<file path="src/rtl/div_pkg.sv">
// Shared types and defaults for the clock-gated restoring divider.
package div_pkg;

    localparam int DIV_WIDTH = 8;
    localparam int DIV_CNT_W = $clog2(DIV_WIDTH + 1);

    typedef enum logic {
        IDLE = 1'b0,
        CALC = 1'b1
    } state_t;

endpackage

</file>
<file path="src/rtl/exact_div_step.sv">
// One restoring-division step: shift in a dividend bit, subtract the divisor if it fits.
module exact_div_step
    import div_pkg::*;
#(
    parameter int WIDTH = DIV_WIDTH
) (
    input  logic [WIDTH:0]   rem,
    input  logic             din,
    input  logic [WIDTH-1:0] divisor,
    output logic [WIDTH:0]   rem_next,
    output logic             q_bit
);

    logic [WIDTH:0] t;

    // rem[WIDTH] would be shifted out of t; if set, the true value already exceeds the divisor.
    assign t        = {rem[WIDTH-1:0], din};
    assign q_bit    = rem[WIDTH] | (t >= {1'b0, divisor});
    assign rem_next = q_bit ? (t - {1'b0, divisor}) : t;

endmodule

</file>
<file path="src/rtl/clock_gated_exact_div_16by8.sv">
// Iterative 2W-by-W restoring divider; every register advances only on edges with en=1.
module clock_gated_exact_div_16by8
    import div_pkg::*;
#(
    parameter int WIDTH = DIV_WIDTH
) (
    input  logic               clk,
    input  logic               rst,
    input  logic               en,
    input  logic               start,
    input  logic [2*WIDTH-1:0] Y,
    input  logic [WIDTH-1:0]   B,
    output logic               busy,
    output logic               done,
    output logic [WIDTH-1:0]   Q,
    output logic [WIDTH-1:0]   R,
    output logic               ovf,
    output logic               dz
);

    localparam int CW = $clog2(WIDTH + 1);

    state_t           state_q, state_d;
    logic [CW-1:0]    cnt_q, cnt_d;
    logic [WIDTH:0]   rem_q, rem_d;
    logic [WIDTH-1:0] sh_q, sh_d;
    logic [WIDTH-1:0] dvs_q, dvs_d;
    logic [WIDTH-1:0] q_q, q_d;
    logic [WIDTH-1:0] r_q, r_d;
    logic             ovf_q, ovf_d;
    logic             dz_q, dz_d;
    logic             done_q, done_d;

    logic [WIDTH:0]   step_rem;
    logic             step_q;

    exact_div_step #(.WIDTH(WIDTH)) u_step (
        .rem      (rem_q),
        .din      (sh_q[WIDTH-1]),
        .divisor  (dvs_q),
        .rem_next (step_rem),
        .q_bit    (step_q)
    );

    // Handshake: start is taken on an enabled edge while busy=0; done marks the enabled edge
    // that produced new Q/R/ovf/dz and stays high until the next enabled edge.
    always_comb begin
        state_d = state_q;
        cnt_d   = cnt_q;
        rem_d   = rem_q;
        sh_d    = sh_q;
        dvs_d   = dvs_q;
        q_d     = q_q;
        r_d     = r_q;
        ovf_d   = ovf_q;
        dz_d    = dz_q;
        done_d  = done_q;
        case (state_q)
            IDLE: begin
                done_d = 1'b0;
                if (start) begin
                    if (B == '0) begin
                        done_d = 1'b1;
                        dz_d   = 1'b1;
                        ovf_d  = 1'b0;
                        q_d    = '1;
                        r_d    = Y[WIDTH-1:0];
                    end else if (Y[2*WIDTH-1:WIDTH] >= B) begin
                        done_d = 1'b1;
                        dz_d   = 1'b0;
                        ovf_d  = 1'b1;
                        q_d    = '1;
                        r_d    = Y[WIDTH-1:0];
                    end else begin
                        rem_d   = {1'b0, Y[2*WIDTH-1:WIDTH]};
                        sh_d    = Y[WIDTH-1:0];
                        dvs_d   = B;
                        cnt_d   = CW'(WIDTH);
                        state_d = CALC;
                    end
                end
            end
            CALC: begin
                done_d = 1'b0;
                rem_d  = step_rem;
                sh_d   = {sh_q[WIDTH-2:0], step_q};
                cnt_d  = cnt_q - CW'(1);
                if (cnt_q == CW'(1)) begin
                    state_d = IDLE;
                    q_d     = {sh_q[WIDTH-2:0], step_q};
                    r_d     = step_rem[WIDTH-1:0];
                    ovf_d   = 1'b0;
                    dz_d    = 1'b0;
                    done_d  = 1'b1;
                end
            end
            default: state_d = IDLE;
        endcase
    end

    always_ff @(posedge clk or posedge rst) begin
        if (rst) begin
            state_q <= IDLE;
            cnt_q   <= '0;
            rem_q   <= '0;
            sh_q    <= '0;
            dvs_q   <= '0;
            q_q     <= '0;
            r_q     <= '0;
            ovf_q   <= 1'b0;
            dz_q    <= 1'b0;
            done_q  <= 1'b0;
        end else if (en) begin
            state_q <= state_d;
            cnt_q   <= cnt_d;
            rem_q   <= rem_d;
            sh_q    <= sh_d;
            dvs_q   <= dvs_d;
            q_q     <= q_d;
            r_q     <= r_d;
            ovf_q   <= ovf_d;
            dz_q    <= dz_d;
            done_q  <= done_d;
        end
    end

    assign busy = (state_q == CALC);
    assign done = done_q;
    assign Q    = q_q;
    assign R    = r_q;
    assign ovf  = ovf_q;
    assign dz   = dz_q;

endmodule
</file>
<file path="config.mk">
export PLATFORM = sky130hd
export DESIGN_NAME = clock_gated_exact_div_16by8
export DESIGN_NICKNAME = d
export VERILOG_FILES = /design/src/rtl/div_pkg.sv /design/src/rtl/exact_div_step.sv /design/src/rtl/clock_gated_exact_div_16by8.sv
export SDC_FILE = /design/constraint.sdc
export NUM_CORES = 1
export LEC_CHECK = 0
export BUFFER_PORTS_ARGS = -buffer_cell sky130_fd_sc_hd__buf_2
export CAP_MARGIN = 20
export CORE_ASPECT_RATIO = 0.5
export CORE_UTILIZATION = 51
export DETAILED_ROUTE_END_ITERATION = 10
export GPL_TIMING_DRIVEN = 1
export MAX_ROUTING_LAYER = met4
export PLACE_DENSITY = 0.72
export REMOVE_ABC_BUFFERS = 1
export SYNTH_ARGS = -nofsm -noshare
export SYNTH_HDL_FRONTEND = slang
export SYNTH_SLANG_ARGS = --single-unit
</file>
<file path="constraint.sdc">
create_clock -name clk -period 2.5 [get_ports clk]
set_input_delay 0.125 -clock clk [delete_from_list [all_inputs] [get_ports clk]]
set_output_delay 0.125 -clock clk [all_outputs]
set_load 0.005 [all_outputs]
</file>
; Word level (Yosys, flattened, before mapping)
; Cells that the tools add are included.
[word_totals]
regBits = 49
latchBits = 0
mem_bits_rw = 0
rom_bits = 0
inputBits = 28
output_inout_bits = 20
n_memories = 0
[classes]
n_addsub = 2
n_mul = 0
n_div = 0
n_lt_le_gt_ge = 2
n_eq_ne = 6
shifts = 0
muxes = 42
bitwise_logic = 4
reduce_logical = 4
[ops]
columns = operator, n
row1 = two-way mux 8 bit, 11
row2 = case mux 8 bit (2 select lines), 3
row3 = two-way mux 9 bit, 4
row4 = case mux 9 bit (2 select lines), 1
row5 = two-way mux 1 bit, 15
row6 = two-way mux 4 bit, 3
row7 = >= comparator 9 x 8 -> 1 bit, 1
row8 = subtractor 9 x 8 -> 9 bit, 1
row9 = >= comparator 8 bit, 1
row10 = zero test 8 bit, 1
row11 = case mux 1 bit (2 select lines), 4
row12 = case mux 4 bit (2 select lines), 1
row13 = AND reduction 4 bit, 2
row14 = "inequality test 2 bit, second input constant", 3
row15 = AND reduction 5 bit, 1
row16 = "== test 4 x 1 -> 1 bit, second input constant", 1
row17 = "subtractor 4 x 1 -> 4 bit, second input constant", 1
row18 = "inequality test 3 bit, second input constant", 1
row19 = NOT 1 bit, 3
row20 = "inequality test 2 x 1 -> 1 bit, second input constant", 1
row21 = bitwise OR 1 bit, 1

; Depth between registers and ports, before layout
[logic_depth]
word_depth = 5
ltp_mapped = 9
ltp_nobuf = 9

; Hierarchy
; Synthesis repeated with hierarchy kept, for this count alone.
[hier_totals]
cells_unflattened = 277
hier_area_um2 = 2989.1
[modules_own_cells]
columns = mod, n_inst, cells_per_inst, area_per_inst_um2, seq_area_each_um2
row1 = clock_gated_exact_div_16by8, 1, 202, 2461.1, 1226.2
row2 = exact_div_step, 1, 75, 528.0, 0.0

; Worst setup path after synthesis
; Ideal clock, no wire load.
[synth_path]
kind = register -> register
start = reg rem_q[5]
end = reg r_q[5], in the netlist R[5]
setup_time_ps = 82
t_arrival_ps = 1973
required_ps = 2418
setup_slack_ps = 445
path_stages_with_launch = 8
n_path_buf = 0
synth_period_minus_slack_ps = 2055
cell_sequence = dfrtp_1 > ha_1 > a21o_1 > o21a_1 > a21boi_4 > nor2_2 > mux2_2 > a31oi_1
[synth_via]
elab_chain_len = 5
[synth_lines]
columns = element, line_no
row1 = start: declaration, clock_gated_exact_div_16by8.sv:25  ; logic [WIDTH:0] rem_q, rem_d;
row2 = start signal: assignment, clock_gated_exact_div_16by8.sv:116  ; rem_q <= rem_d;
row3 = >= comparator 9 x 8 -> 1 bit, exact_div_step.sv:18  ; assign q_bit = rem[WIDTH] | (t >= {1'b0, divisor});
row4 = bitwise OR 1 bit, exact_div_step.sv:18
row5 = two-way mux 9 bit, exact_div_step.sv:19  ; assign rem_next = q_bit ? (t - {1'b0, divisor}) : t;
row6 = two-way mux 8 bit, clock_gated_exact_div_16by8.sv:88  ; if (cnt_q == CW'(1)) begin
row7 = case mux 8 bit (2 select lines), clock_gated_exact_div_16by8.sv:58  ; case (state_q)
row8 = end signal: assignment, clock_gated_exact_div_16by8.sv:120  ; r_q <= r_d;
row9 = end: declaration, clock_gated_exact_div_16by8.sv:29  ; logic [WIDTH-1:0] r_q, r_d;
; Every way passes these cells. The select of a mux whose other input is x is not followed.
; A chain may end at the register's enable or synchronous reset.

; Final worst setup path
[layout_path]
start = reg dvs_q[0]
end = reg r_q[4], in the netlist R[4]
[layout_via]
elab_chain_len = 5
word_cells_on_any_way = 6
[layout_lines]
columns = element, line_no
row1 = start: declaration, clock_gated_exact_div_16by8.sv:27  ; logic [WIDTH-1:0] dvs_q, dvs_d;
row2 = start signal: assignment, clock_gated_exact_div_16by8.sv:118  ; dvs_q <= dvs_d;
row3 = >= comparator 9 x 8 -> 1 bit, exact_div_step.sv:18
row4 = bitwise OR 1 bit, exact_div_step.sv:18
row5 = two-way mux 9 bit (*), exact_div_step.sv:19
row6 = two-way mux 8 bit (*), clock_gated_exact_div_16by8.sv:88
row7 = case mux 8 bit (2 select lines) (*), clock_gated_exact_div_16by8.sv:58
; Mark *: on every way between the ends. The rest lies on a longest branch, timed or not. The select of a mux whose other input is x is not followed.

==> flow_summary.ini <==
[synthesis]
yosys_warnings = 0
yosysSeqAreaShare_pct = 42.6
synth_top_family_by_area = compound AO/OA/AOI/OAI gates
synth-edff-count = 0
synth_compound_area_share_pct = 24.8
synth_area_per_cell_um2 = 9.20
ys.flop_type = dfrtp_1
synthArstFlopShare_pct = 100
synth_mux_area_share_pct = 1.09
ys_types = 50
yosys.area.top_type_share_pct = 42.6
ys_ff_latch = 49
synth-simple-area-share_pct = 16.3
synth_adder_area_share_pct = 8.52
yosys.area_share.xor_xnor_pct = 0.913
syn_area_um2 = 2880
synth_area_leader_cell = dfrtp_1
syn_inst = 313
synth.area.top_cells = dfrtp_1 (43%), ha_1 (7.8%), nand2_1 (4.4%), o21ai_0 (4.0%), nor2_1 (3.7%)

[clocking]
cts_setup_buffers = 0
max-clock-path-buffers = 2
cts.htree.levels = 2
cts_tree = built
clock_sinks = 49
clock_latency_ns = 0.30
cts_buffers = 5
cts-root-buf = clkbuf_16
clk_pin_slew_ns = 0.07

[power_and_ir_drop]
leakage_uw = 0.00161
irDropWorstVdd_v = 0.000594
total_power_uw = 4770
power_density_nw_per_um2 = 1390

[finish]
num-fill-cells = 441
most-common-layout-cells = dfrtp_1 (49), buf_2 (47), nand2_1 (34)
num_antenna_cells = 0
area_delta_synth_final_pct = 18.9
nets = 418
final_common_cell = dfrtp_1
drive_above_1_share_pct = 22.0

[critical_path]
crit_path_end_kind = flip-flop
reg2reg_depth = 9
cp.arrival_ns = 2.60
path_max_fanout = 2
r2r-start = dvs_q[0]$_DFFE_PP0P_
critPathMaxStageDelay_ns = 0.42
cp.depth = 9
start_kind = flip-flop
rrSetupSlack_ns = 0.12
path_buf_inv = 1
cp-startpoint = dvs_q[0]$_DFFE_PP0P_
reg2reg_to = R[4]$_DFFE_PP0P_
cp_top_family = compound AO/OA/AOI/OAI gates
endpoint = R[4]$_DFFE_PP0P_
critPathSlowestCell = a2111oi_0
crit_chain = ha_1 > fa_1 > nand2b_1 > a21oi_1 > nor2_1 > a2111oi_0 > a31oi_1 > buf_4 > a31oi_1
worstPathRequired_ns = 2.72
crit_type = reg -> reg
crit_top_cell = a31oi_1

[floorplanning]
start_util_pct = 55.6
dieWidth_um = 108
io_pins = 48
die-area_um2 = 5970
row_count = 18
chipHeight_um = 55.1
core_um2 = 5180

[drt]
viasPerCell = 5.64
drc_errors = 0
via_count = 2495
ant_nets = 0
wl_per_cell_um = 16.6
drt_iter0_markers = 92
routed_wl_um = 7320
firstDrtPassIters = 4

[timing]
min_period_ns = 2.38
relSlewSlack_pct = 56.2
rsz0062_at_grt = no
setup_viol = 0
max_freq_mhz = 419
slew_viol_final = 0
finClkSkew_ns = 0.00934
hold_viol = 0
post-route-period-util_pct = 95.4
worst_slew_pin_slew_ns = 0.655
fin_tns_setup_ns = 0

[global_route]
antenna_found_initial = 0
grt_usage_pct = 28.3
grt_overflow = 0
grt_pass1_vias = 2342
grt_max_degree = 32
grt_pass1_wl_um = 11900

[placement]
io_buffers = 47
place_hpwl_um = 5640
gp_congestion = 0.943

[flow_run]
maxCapViolCount = 0

[min_path]
hold_path_class = in -> reg

[run_status]
outcome = finished clean
==> report_power, final <==
| part | switching, uW | leakage [uW] | internal [uW] |
|---|---|---|---|
| Sequential | 245 | 0.000585 | 1170 |
| Clock | 326 | 0.0000848 | 480 |
| Combinational | 1460 | 0.000942 | 1090 |
| Total | 2030 | 0.00161 | 2740 |
==> state kept, by name, summed over array words and instances (netlist names) <==
register	count
Q	8
R	8
busy	1
cnt_q	4
done	1
dvs_q	8
dz	1
ovf	1
rem_q	9
sh_q	8
==> worst register-to-register path, stage by stage (launching register included) <==
cell and delay, ns:
dfrtp_1 0.39, ha_1 0.23, fa_1 0.40, nand2b_1 0.19, a21oi_1 0.18, nor2_1 0.05, a2111oi_0 0.42, a31oi_1 0.13
buf_4 0.16, a31oi_1 0.15
==> cell families (layout without fill, tap and decap cells) <==
group                      count (synthesis)  count (layout)
AOI/OAI and AO/OA                        100             100
adders and majority gates                 19              19
buffers and inverters                     38              97
DFF                                       49              49
muxes                                      3               3
xor gates and xnor gates                   3               3
and+or+nand+nor                          101             101
==> layer usage <==
layer  wire, um  vias to the layer above  GRT usage (%)
met2       3020                       78           43.9
met3        488                        7           4.22
li1           -                     1242              -
met5          0                        -              -
met1       3750                     1168           39.7
met4         63                        0           6.76
==> metrics by stage <==
stage | instances | util (%) | hold slack [ns] | setup WS, ns | instance area (um2)
after detailed placement | 433 | 62.5 | 0.263 | 0.161 | 3240
after floorplan | 302 | - | 0.230 | 0.291 | 2810
after global routing | 442 | 66.1 | 0.104 | 0.0218 | 3420
after CTS | 442 | 66.1 | 0.0798 | 0.134 | 3420
final | 442 | 66.1 | 0.0769 | 0.115 | 3420
after global placement | 433 | 62.5 | 0.256 | 0.167 | 3240
==> cell usage after synthesis, types with 3 or more instances <==
cell type	count
dfrtp_1	49
nand2_1	34
nor2_1	28
inv_1	27
o21ai_0	23
ha_1	18
nor3_1	13
a31oi_1	10
a21o_1	9
a21oi_1	9
o21ai_1	7
a22oi_1	6
nand3_1	6
a21boi_0	5
a211oi_1	4
clkbuf_1	4
o211ai_1	4
o21a_1	4
a2111oi_0	3
buf_2	3
buf_6	3
nand4_1	3
nor2b_1	3
xnor2_1	3
==> layout make-up <==
type                            instances  area (um2)  area share, %
Multi-Input combinational cell        226        1480           43.4
Sequential cell                        49        1230           35.8
Timing Repair Buffer                   62         350           10.2
Clock buffer                            5         125           3.66
Inverter                               27         101           2.96
Tap cell                               70        87.6           2.56
Clock inverter                          3        47.5           1.39
==> how the worst min path moves through the flow <==
stage / start / to / slack, ns / depth (start not counted)
2_1_floorplan: B[0] / dvs_q[0]$_DFFE_PP0P_ / 0.23 / 2
3_3_place_gp: rst / done$_DFFE_PP0P_ / 0.26 / 2
3_5_place_dp: rst / Q[3]$_DFFE_PP0P_ / 0.26 / 2
4_1_cts: B[2] / dvs_q[2]$_DFFE_PP0P_ / 0.08 / 3
5_1_grt: Y[13] / rem_q[5]$_DFFE_PP0P_ / 0.10 / 3
6_report: B[2] / dvs_q[2]$_DFFE_PP0P_ / 0.08 / 3
==> repair_timing <==
action,CTS,global route
resized for setup,0,0
hold endpoints to repair,29,0
hold buffers,1,0
Power figures use the tool's default switching activity.
